`src/rtl/mole_round_ctrl.sv`:
```
// Whack-a-mole game sequencer: picks mole holes, times show/gap windows, tracks misses and rounds.
// Optional build macro MOLE_SPEEDUP_EN shortens the show window by one tick per hit.
module mole_round_ctrl #(
  parameter int         TICK_DIV       = 100000,
  parameter int         SHOW_TICKS     = 50,
  parameter int         GAP_TICKS      = 10,
  parameter int         ROUNDS         = 30,
  parameter int         MISS_LIMIT     = 3,
  parameter logic [7:0] LFSR_SEED      = 8'hA5,
  parameter int         MIN_SHOW_TICKS = 10
) (
  input  logic       clk,
  input  logic       key_esc_n,
  input  logic       key_space,
  input  logic       cw,
  input  logic       F15,
  input  logic       F5,
  output logic [2:0] mole_pos,
  output logic [2:0] state,
  output logic [7:0] round_cnt,
  output logic [1:0] miss_cnt,
  output logic       game_over,
  output logic       win
);

  localparam int PW = (TICK_DIV > 1) ? $clog2(TICK_DIV) : 1;
  localparam logic [PW-1:0] PRESC_MAX = PW'(TICK_DIV - 1);

  if (LFSR_SEED == 8'h00) begin : g_bad_seed
    $error("LFSR_SEED must be nonzero");
  end
  if (MISS_LIMIT < 1 || MISS_LIMIT > 3) begin : g_bad_miss
    $error("MISS_LIMIT must fit the 2-bit miss counter");
  end
  if (MIN_SHOW_TICKS < 1 || MIN_SHOW_TICKS > SHOW_TICKS) begin : g_bad_min
    $error("MIN_SHOW_TICKS must be in 1..SHOW_TICKS");
  end

  typedef enum logic [2:0] {
    IDLE  = 3'd0,
    SHOW  = 3'd1,
    GAP   = 3'd2,
    PAUSE = 3'd3,
    OVER  = 3'd4
  } state_t;

  state_t        fsm;
  logic [PW-1:0] presc;
  logic [7:0]    timer;
  logic [7:0]    lfsr;
  logic          prev_space;
  logic          saved_gap;
  logic [2:0]    last_idx;
  logic [2:0]    held_pos;
  logic [7:0]    show_lim;

  // Candidate folds 5..7 onto 0..2; a repeat of the previous hole bumps to the next one.
  function automatic logic [2:0] pick_idx(input logic [2:0] rnd, input logic [2:0] prev);
    logic [2:0] c;
    c = (rnd >= 3'd5) ? rnd - 3'd5 : rnd;
    if (c == prev) c = (c == 3'd4) ? 3'd0 : c + 3'd1;
    return c;
  endfunction

  function automatic logic [2:0] idx_code(input logic [2:0] idx);
    logic [2:0] code;
    case (idx)
      3'd0:    code = 3'b010;
      3'd1:    code = 3'b001;
      3'd2:    code = 3'b100;
      3'd3:    code = 3'b101;
      3'd4:    code = 3'b011;
      default: code = 3'b000;
    endcase
    return code;
  endfunction

  logic       space_edge;
  logic       in_timed;
  logic       tick;
  logic [7:0] timer_inc;
  logic       show_exp;
  logic       gap_exp;
  logic [1:0] miss_next;
  logic       miss_final;
  logic [2:0] next_idx;
  logic       lfsr_fb;

  assign space_edge = key_space & ~prev_space;
  assign in_timed   = (fsm == SHOW) || (fsm == GAP);
  assign tick       = in_timed && (presc == PRESC_MAX);
  assign timer_inc  = timer + 8'd1;
  assign show_exp   = tick && (timer_inc == show_lim);
  assign gap_exp    = tick && (timer_inc == 8'(GAP_TICKS));
  assign miss_next  = miss_cnt + 2'd1;
  assign miss_final = (miss_next == 2'(MISS_LIMIT));
  assign next_idx   = pick_idx(lfsr[2:0], last_idx);
  assign lfsr_fb    = lfsr[7] ^ lfsr[5] ^ lfsr[4] ^ lfsr[3];
  assign state      = fsm;

`ifndef MOLE_SPEEDUP_EN
  assign show_lim = 8'(SHOW_TICKS);
`endif

  always_ff @(posedge clk or negedge key_esc_n) begin
    if (!key_esc_n) begin
      fsm        <= IDLE;
      mole_pos   <= 3'b000;
      round_cnt  <= 8'd0;
      miss_cnt   <= 2'd0;
      game_over  <= 1'b0;
      win        <= 1'b0;
      lfsr       <= LFSR_SEED;
      presc      <= '0;
      timer      <= 8'd0;
      prev_space <= 1'b0;
      saved_gap  <= 1'b0;
      last_idx   <= 3'd7;
      held_pos   <= 3'b000;
`ifdef MOLE_SPEEDUP_EN
      show_lim   <= 8'(SHOW_TICKS);
`endif
    end else begin
      prev_space <= key_space;
      lfsr       <= {lfsr[6:0], lfsr_fb};

      // Free-running tick/timer while a window is open; entries below override with a clear.
      if (in_timed) begin
        presc <= tick ? '0 : presc + 1'b1;
        if (tick) timer <= timer_inc;
      end

      case (fsm)
        IDLE: begin
          mole_pos <= 3'b000;
          if (space_edge) begin
            fsm       <= SHOW;
            last_idx  <= next_idx;
            held_pos  <= idx_code(next_idx);
            mole_pos  <= idx_code(next_idx);
            round_cnt <= 8'd1;
            presc     <= '0;
            timer     <= 8'd0;
          end
        end

        SHOW: begin
          if (F15) begin
            fsm       <= OVER;
            mole_pos  <= 3'b000;
            game_over <= 1'b1;
            win       <= 1'b1;
          end else if (cw) begin
            fsm      <= GAP;
            mole_pos <= 3'b000;
            presc    <= '0;
            timer    <= 8'd0;
`ifdef MOLE_SPEEDUP_EN
            if (show_lim > 8'(MIN_SHOW_TICKS)) show_lim <= show_lim - 8'd1;
`endif
          end else if (show_exp) begin
            miss_cnt <= miss_next;
            mole_pos <= 3'b000;
            if (miss_final) begin
              fsm       <= OVER;
              game_over <= 1'b1;
              win       <= 1'b0;
            end else begin
              fsm   <= GAP;
              presc <= '0;
              timer <= 8'd0;
            end
          end else if (space_edge) begin
            fsm       <= PAUSE;
            saved_gap <= 1'b0;
            mole_pos  <= 3'b000;
          end
        end

        GAP: begin
          mole_pos <= 3'b000;
          if (F15) begin
            fsm       <= OVER;
            game_over <= 1'b1;
            win       <= 1'b1;
          end else if (gap_exp) begin
            if (round_cnt == 8'(ROUNDS)) begin
              fsm       <= OVER;
              game_over <= 1'b1;
              win       <= ~F5;
            end else begin
              fsm       <= SHOW;
              last_idx  <= next_idx;
              held_pos  <= idx_code(next_idx);
              mole_pos  <= idx_code(next_idx);
              round_cnt <= round_cnt + 8'd1;
              presc     <= '0;
              timer     <= 8'd0;
            end
          end else if (space_edge) begin
            fsm       <= PAUSE;
            saved_gap <= 1'b1;
          end
        end

        // Resume keeps prescaler and timer so the remaining window is unchanged.
        PAUSE: begin
          mole_pos <= 3'b000;
          if (space_edge) begin
            fsm      <= saved_gap ? GAP : SHOW;
            mole_pos <= saved_gap ? 3'b000 : held_pos;
          end
        end

        OVER: begin
          mole_pos  <= 3'b000;
          game_over <= 1'b1;
        end

        default: begin
          fsm      <= IDLE;
          mole_pos <= 3'b000;
        end
      endcase
    end
  end

endmodule

```
`config.mk`:
```
export PLATFORM = sky130hd
export DESIGN_NAME = mole_round_ctrl
export DESIGN_NICKNAME = d
export VERILOG_FILES = /design/src/rtl/mole_round_ctrl.sv
export SDC_FILE = /design/constraint.sdc
export NUM_CORES = 1
export LEC_CHECK = 0
export ABC_AREA = 0
export BUFFER_PORTS_ARGS = -buffer_cell sky130_fd_sc_hd__buf_4
export CAP_MARGIN = 20
export CORE_MARGIN = 2
export CORE_UTILIZATION = 60
export CTS_CLUSTER_SIZE = 24
export DETAILED_ROUTE_END_ITERATION = 16
export GPL_TIMING_DRIVEN = 0
export PLACE_DENSITY = 0.79
export SYNTH_ARGS = -nofsm -noshare
export SYNTH_HDL_FRONTEND = slang
export SYNTH_SLANG_ARGS = --single-unit
```
`constraint.sdc`:
```
create_clock -name clk -period 3.64 [get_ports clk]
set_clock_uncertainty 0.2 [all_clocks]
set_input_delay 0.364 -clock clk [delete_from_list [all_inputs] [get_ports clk]]
set_output_delay 0.364 -clock clk [all_outputs]
set_load 0.005 [all_outputs]
```
==> flow_metrics.tcl <==
set metrics [dict create \
    critical_path_required_ps 3660 \
    seq_area_um2 1490 \
    route.detailed.vias_per_inst 5.88 \
    insertion_delay_of_the_later_clocked_pin_in_the_worst_skew_pair_ps 340 \
    switching_share_pct 29.2 \
    post_synth_inst_count 351 \
    flip_flop_cell_with_the_highest_count_after_synthesis "sky130_fd_sc_hd__dfrtp_1" \
    syn2layout_area_growth_pct 16.6 \
    clock_tree.root_cell "sky130_fd_sc_hd__clkbuf_8" \
    power.sequential.fraction_pct 39.1 \
    tritoncts "yes" \
    global_route_wire_length_before_repair_um 11600 \
    fraction_of_layout_cells_with_a_size_suffix_above_1_pct 16.3 \
    setup.worst_path.start_class "flip-flop" \
    ys_async_sr_fraction_pct 100 \
    grt_max_degree 60 \
    synthDistinctLibCells 57 \
    synth.avg_cell_area_um2 9.46 \
    placement_rows 27 \
    yosys_warnings 0 \
    critical_path.endpoint_type "flip-flop" \
    route.detailed.drc 0 \
    ctsHtreeMaxLevel 3 \
    power.internal_mw 1.44 \
    postSynthNetCount 367 \
    design.final.nets 404 \
    worst-slew-pin-transition_ps 739 \
    grt_antenna_before_repair 0 \
    setup-violations-final 0 \
    cp_data_arrival_time_ps 3320 \
    switching_component_of_the_power_mw 0.593 \
    worst-setup-path-type "reg -> reg" \
    max-vdd-ir-drop_mv 0.430 \
    chipHeight_um 78.4 \
    die_area_um2 6150 \
    p_leak_nw 1.71 \
    initialDrtViolationCount 195 \
    max-clock-path-buffers 2 \
    drtAntennaViolNets 0 \
    share_of_the_cycle_needed_by_the_critical_path_after_routing_pct 90.9 \
    diodes 0 \
    max-cap-violations 0 \
    grt.total_usage_pct 23.8 \
    slew_violations 0 \
    number_of_global_route_vias_before_repair 2587 \
    synth_enable_flop_cells 0 \
    postCtsResizedCells 0 \
    port-buffer-count 23 \
    initial_core_util_pct 61.1 \
    outcome "finished, final reports clean" \
    min-delay-path-class "in -> reg" \
    ys_seq_area_share_pct 44.7 \
    io-pin-count 24 \
    power.density_cell_area_nw_per_um2 524 \
    post_drt_wl_per_cell_um 14.5 \
    num_vias 2735 \
    dp_hpwl_um 4690 \
    wirelength_um 6730 \
    clkSlewWorstSetupHoldPaths_ps 70 \
    mappedNetlistArea_um2 3320 \
    cts_buffers 9 \
    timing_hold_violations_final 0 \
    timing.slew.headroom_pct 50.8 \
    synth.ff_latch_count 59 \
    multiInputGateArea_um2 1700 \
    dr.pass1.iters 4 \
    final.min_clock_period_ps 3310 \
    routabilityCongestion 0.890 \
    unrepaired_setup_endpoints_after_global_routing "no" \
    pre_cts_ws_ps 401 \
    combPwrFrac_pct 22.1 \
    cts_setup_buffers 0 \
    fin_tns_setup_ps 0 \
    clock_sinks 59 \
    placeable_core_region_um2 5440 \
    die_width_um 78.4 \
    worstPathMaxFanout 10 \
    fillCellCount 410 \
    final_critical_path_setup_slack_ps 333 \
    power.share.clock_pct 38.9 \
    grt_overflow_total 0 \
    cts_hold_repair.buffers 2 \
    fmax_ghz 0.302 \
]
layout by cell type (no fill, tap or decap), drive strengths merged, types with 15 or more instances in the layout:
| master | netlist | layout |
|---|---|---|
| nand2 | 23 | 23 |
| dfrtp | 52 | 52 |
| clkbuf | 8 | 17 |
| inv | 18 | 19 |
| o21ai | 15 | 15 |
| nor2 | 36 | 36 |
| xor2 | 15 | 15 |
| nand3 | 20 | 20 |
| a21oi | 20 | 20 |
| buf | 5 | 29 |
final timing paths:
check	startpoint	endpoint	slack, ps	cells after the start
min	cw	state[1]	130	3
max in group asynchronous	key_esc_n	timer[0]	2320	2
max	state[1]	timer[5]	330	9
min reg2reg	lfsr[6]	lfsr[7]	160	0
min in group asynchronous	key_esc_n	round_cnt[7]	420	2
max reg2reg	state[1]	timer[5]	330	9
routing by layer:
layer | track usage [%] | vias up | wire length, um
li1 | - | 1337 | -
met1 | 30.4 | 1327 | 3090
met2 | 39.4 | 60 | 3240
met3 | 4.94 | 11 | 295
met4 | 10.0 | 0 | 102
met5 | 0 | - | 0
critical path, cell delays in order (launching register included):
cell,delay [ps]
sky130_fd_sc_hd__dfrtp_1,370
sky130_fd_sc_hd__buf_2,210
sky130_fd_sc_hd__nand2b_1,220
sky130_fd_sc_hd__a2111oi_4,560
sky130_fd_sc_hd__nand3_1,250
sky130_fd_sc_hd__nor4_4,430
sky130_fd_sc_hd__nand2_1,200
sky130_fd_sc_hd__a21oi_1,340
sky130_fd_sc_hd__buf_2,290
sky130_fd_sc_hd__o22ai_1,100
registers in the layout (all words and copies together), names as in the netlist:
register / count
timer: 8
prev_space: 1
lfsr: 8
last_idx: 3
miss_cnt: 2
state: 3
win: 1
presc: 17
held_pos: 3
game_over: 1
saved_gap: 1
mole_pos: 3
round_cnt: 8
power by group through the flow:
| stage | Sequential [mW] | Combinational, mW | Clock [mW] |
|---|---|---|---|
| after floorplan | 0.790 | 0.309 | 0 |
| after global placement | 0.799 | 0.434 | 0 |
| after detailed placement | 0.804 | 0.441 | 0 |
| after CTS | 0.792 | 0.446 | 0.804 |
| after global routing | 0.802 | 0.500 | 0.833 |
| final | 0.793 | 0.448 | 0.789 |
stage by stage:
| stage | cells | hold slack (ps) | area (um^2) | power (mW) | utilization (%) |
|---|---|---|---|---|---|
| after global routing | 465 | 131 | 3870 | 2.13 | 71.2 |
| final | 465 | 125 | 3870 | 2.03 | 71.2 |
| after detailed placement | 447 | 151 | 3590 | 1.24 | 66.0 |
| after global placement | 446 | 136 | 3580 | 1.23 | 65.9 |
| after floorplan | 351 | -132 | 3320 | 1.10 | - |
| after CTS | 465 | 101 | 3870 | 2.04 | 71.2 |
kinds of logic (layout without fill, tap and decap cells):
family,count (synthesis),in the layout,share of synthesized area (%)
flip-flops,59,59,44.7
XOR/XNOR,28,28,7.39
buffers and inverters,31,73,3.96
AND/OR/NAND/NOR,143,143,22.9
multiplexers,6,6,1.96
AO/OA/AOI/OAI,74,74,15.3
adder cells (fa/ha/maj),10,10,3.77
cells in the mapped netlist, types with 3 or more instances:
cell type / instances / share of area, %
sky130_fd_sc_hd__o21ai_0: 15 / 2.3
sky130_fd_sc_hd__nand2_1: 23 / 2.6
sky130_fd_sc_hd__nand2b_1: 6 / 1.1
sky130_fd_sc_hd__a22oi_1: 4 / 0.90
sky130_fd_sc_hd__and3_1: 5 / 0.94
sky130_fd_sc_hd__o31ai_1: 5 / 1.1
sky130_fd_sc_hd__nand3_1: 20 / 3.0
sky130_fd_sc_hd__dfstp_2: 7 / 5.5
sky130_fd_sc_hd__a21o_1: 4 / 0.90
sky130_fd_sc_hd__nor3_1: 13 / 2.0
sky130_fd_sc_hd__a211oi_1: 4 / 0.90
sky130_fd_sc_hd__ha_1: 10 / 3.8
sky130_fd_sc_hd__dfrtp_1: 52 / 39
sky130_fd_sc_hd__inv_1: 18 / 2.0
sky130_fd_sc_hd__nor2b_1: 4 / 0.75
sky130_fd_sc_hd__nor2_1: 36 / 4.1
sky130_fd_sc_hd__xor2_1: 15 / 4.0
sky130_fd_sc_hd__a31oi_1: 3 / 0.57
sky130_fd_sc_hd__or4_1: 5 / 1.1
sky130_fd_sc_hd__nand4_1: 6 / 1.1
sky130_fd_sc_hd__or3_1: 7 / 1.3
sky130_fd_sc_hd__and2_1: 3 / 0.57
sky130_fd_sc_hd__mux2_2: 4 / 1.4
sky130_fd_sc_hd__a21oi_1: 19 / 2.9
sky130_fd_sc_hd__xnor2_1: 13 / 3.4
sky130_fd_sc_hd__buf_2: 3 / 0.45
sky130_fd_sc_hd__clkbuf_1: 8 / 0.90
final cells by class:
class	count	area share, %
Multi-Input combinational cell	261	44.0
Sequential cell	59	38.4
Timing Repair Buffer	26	5.11
Clock inverter	7	3.59
Clock buffer	9	3.20
Tap cell	72	2.33
Inverter	18	1.75
Buffer	13	1.65
Note: power is estimated with default switching activity, not from simulation.
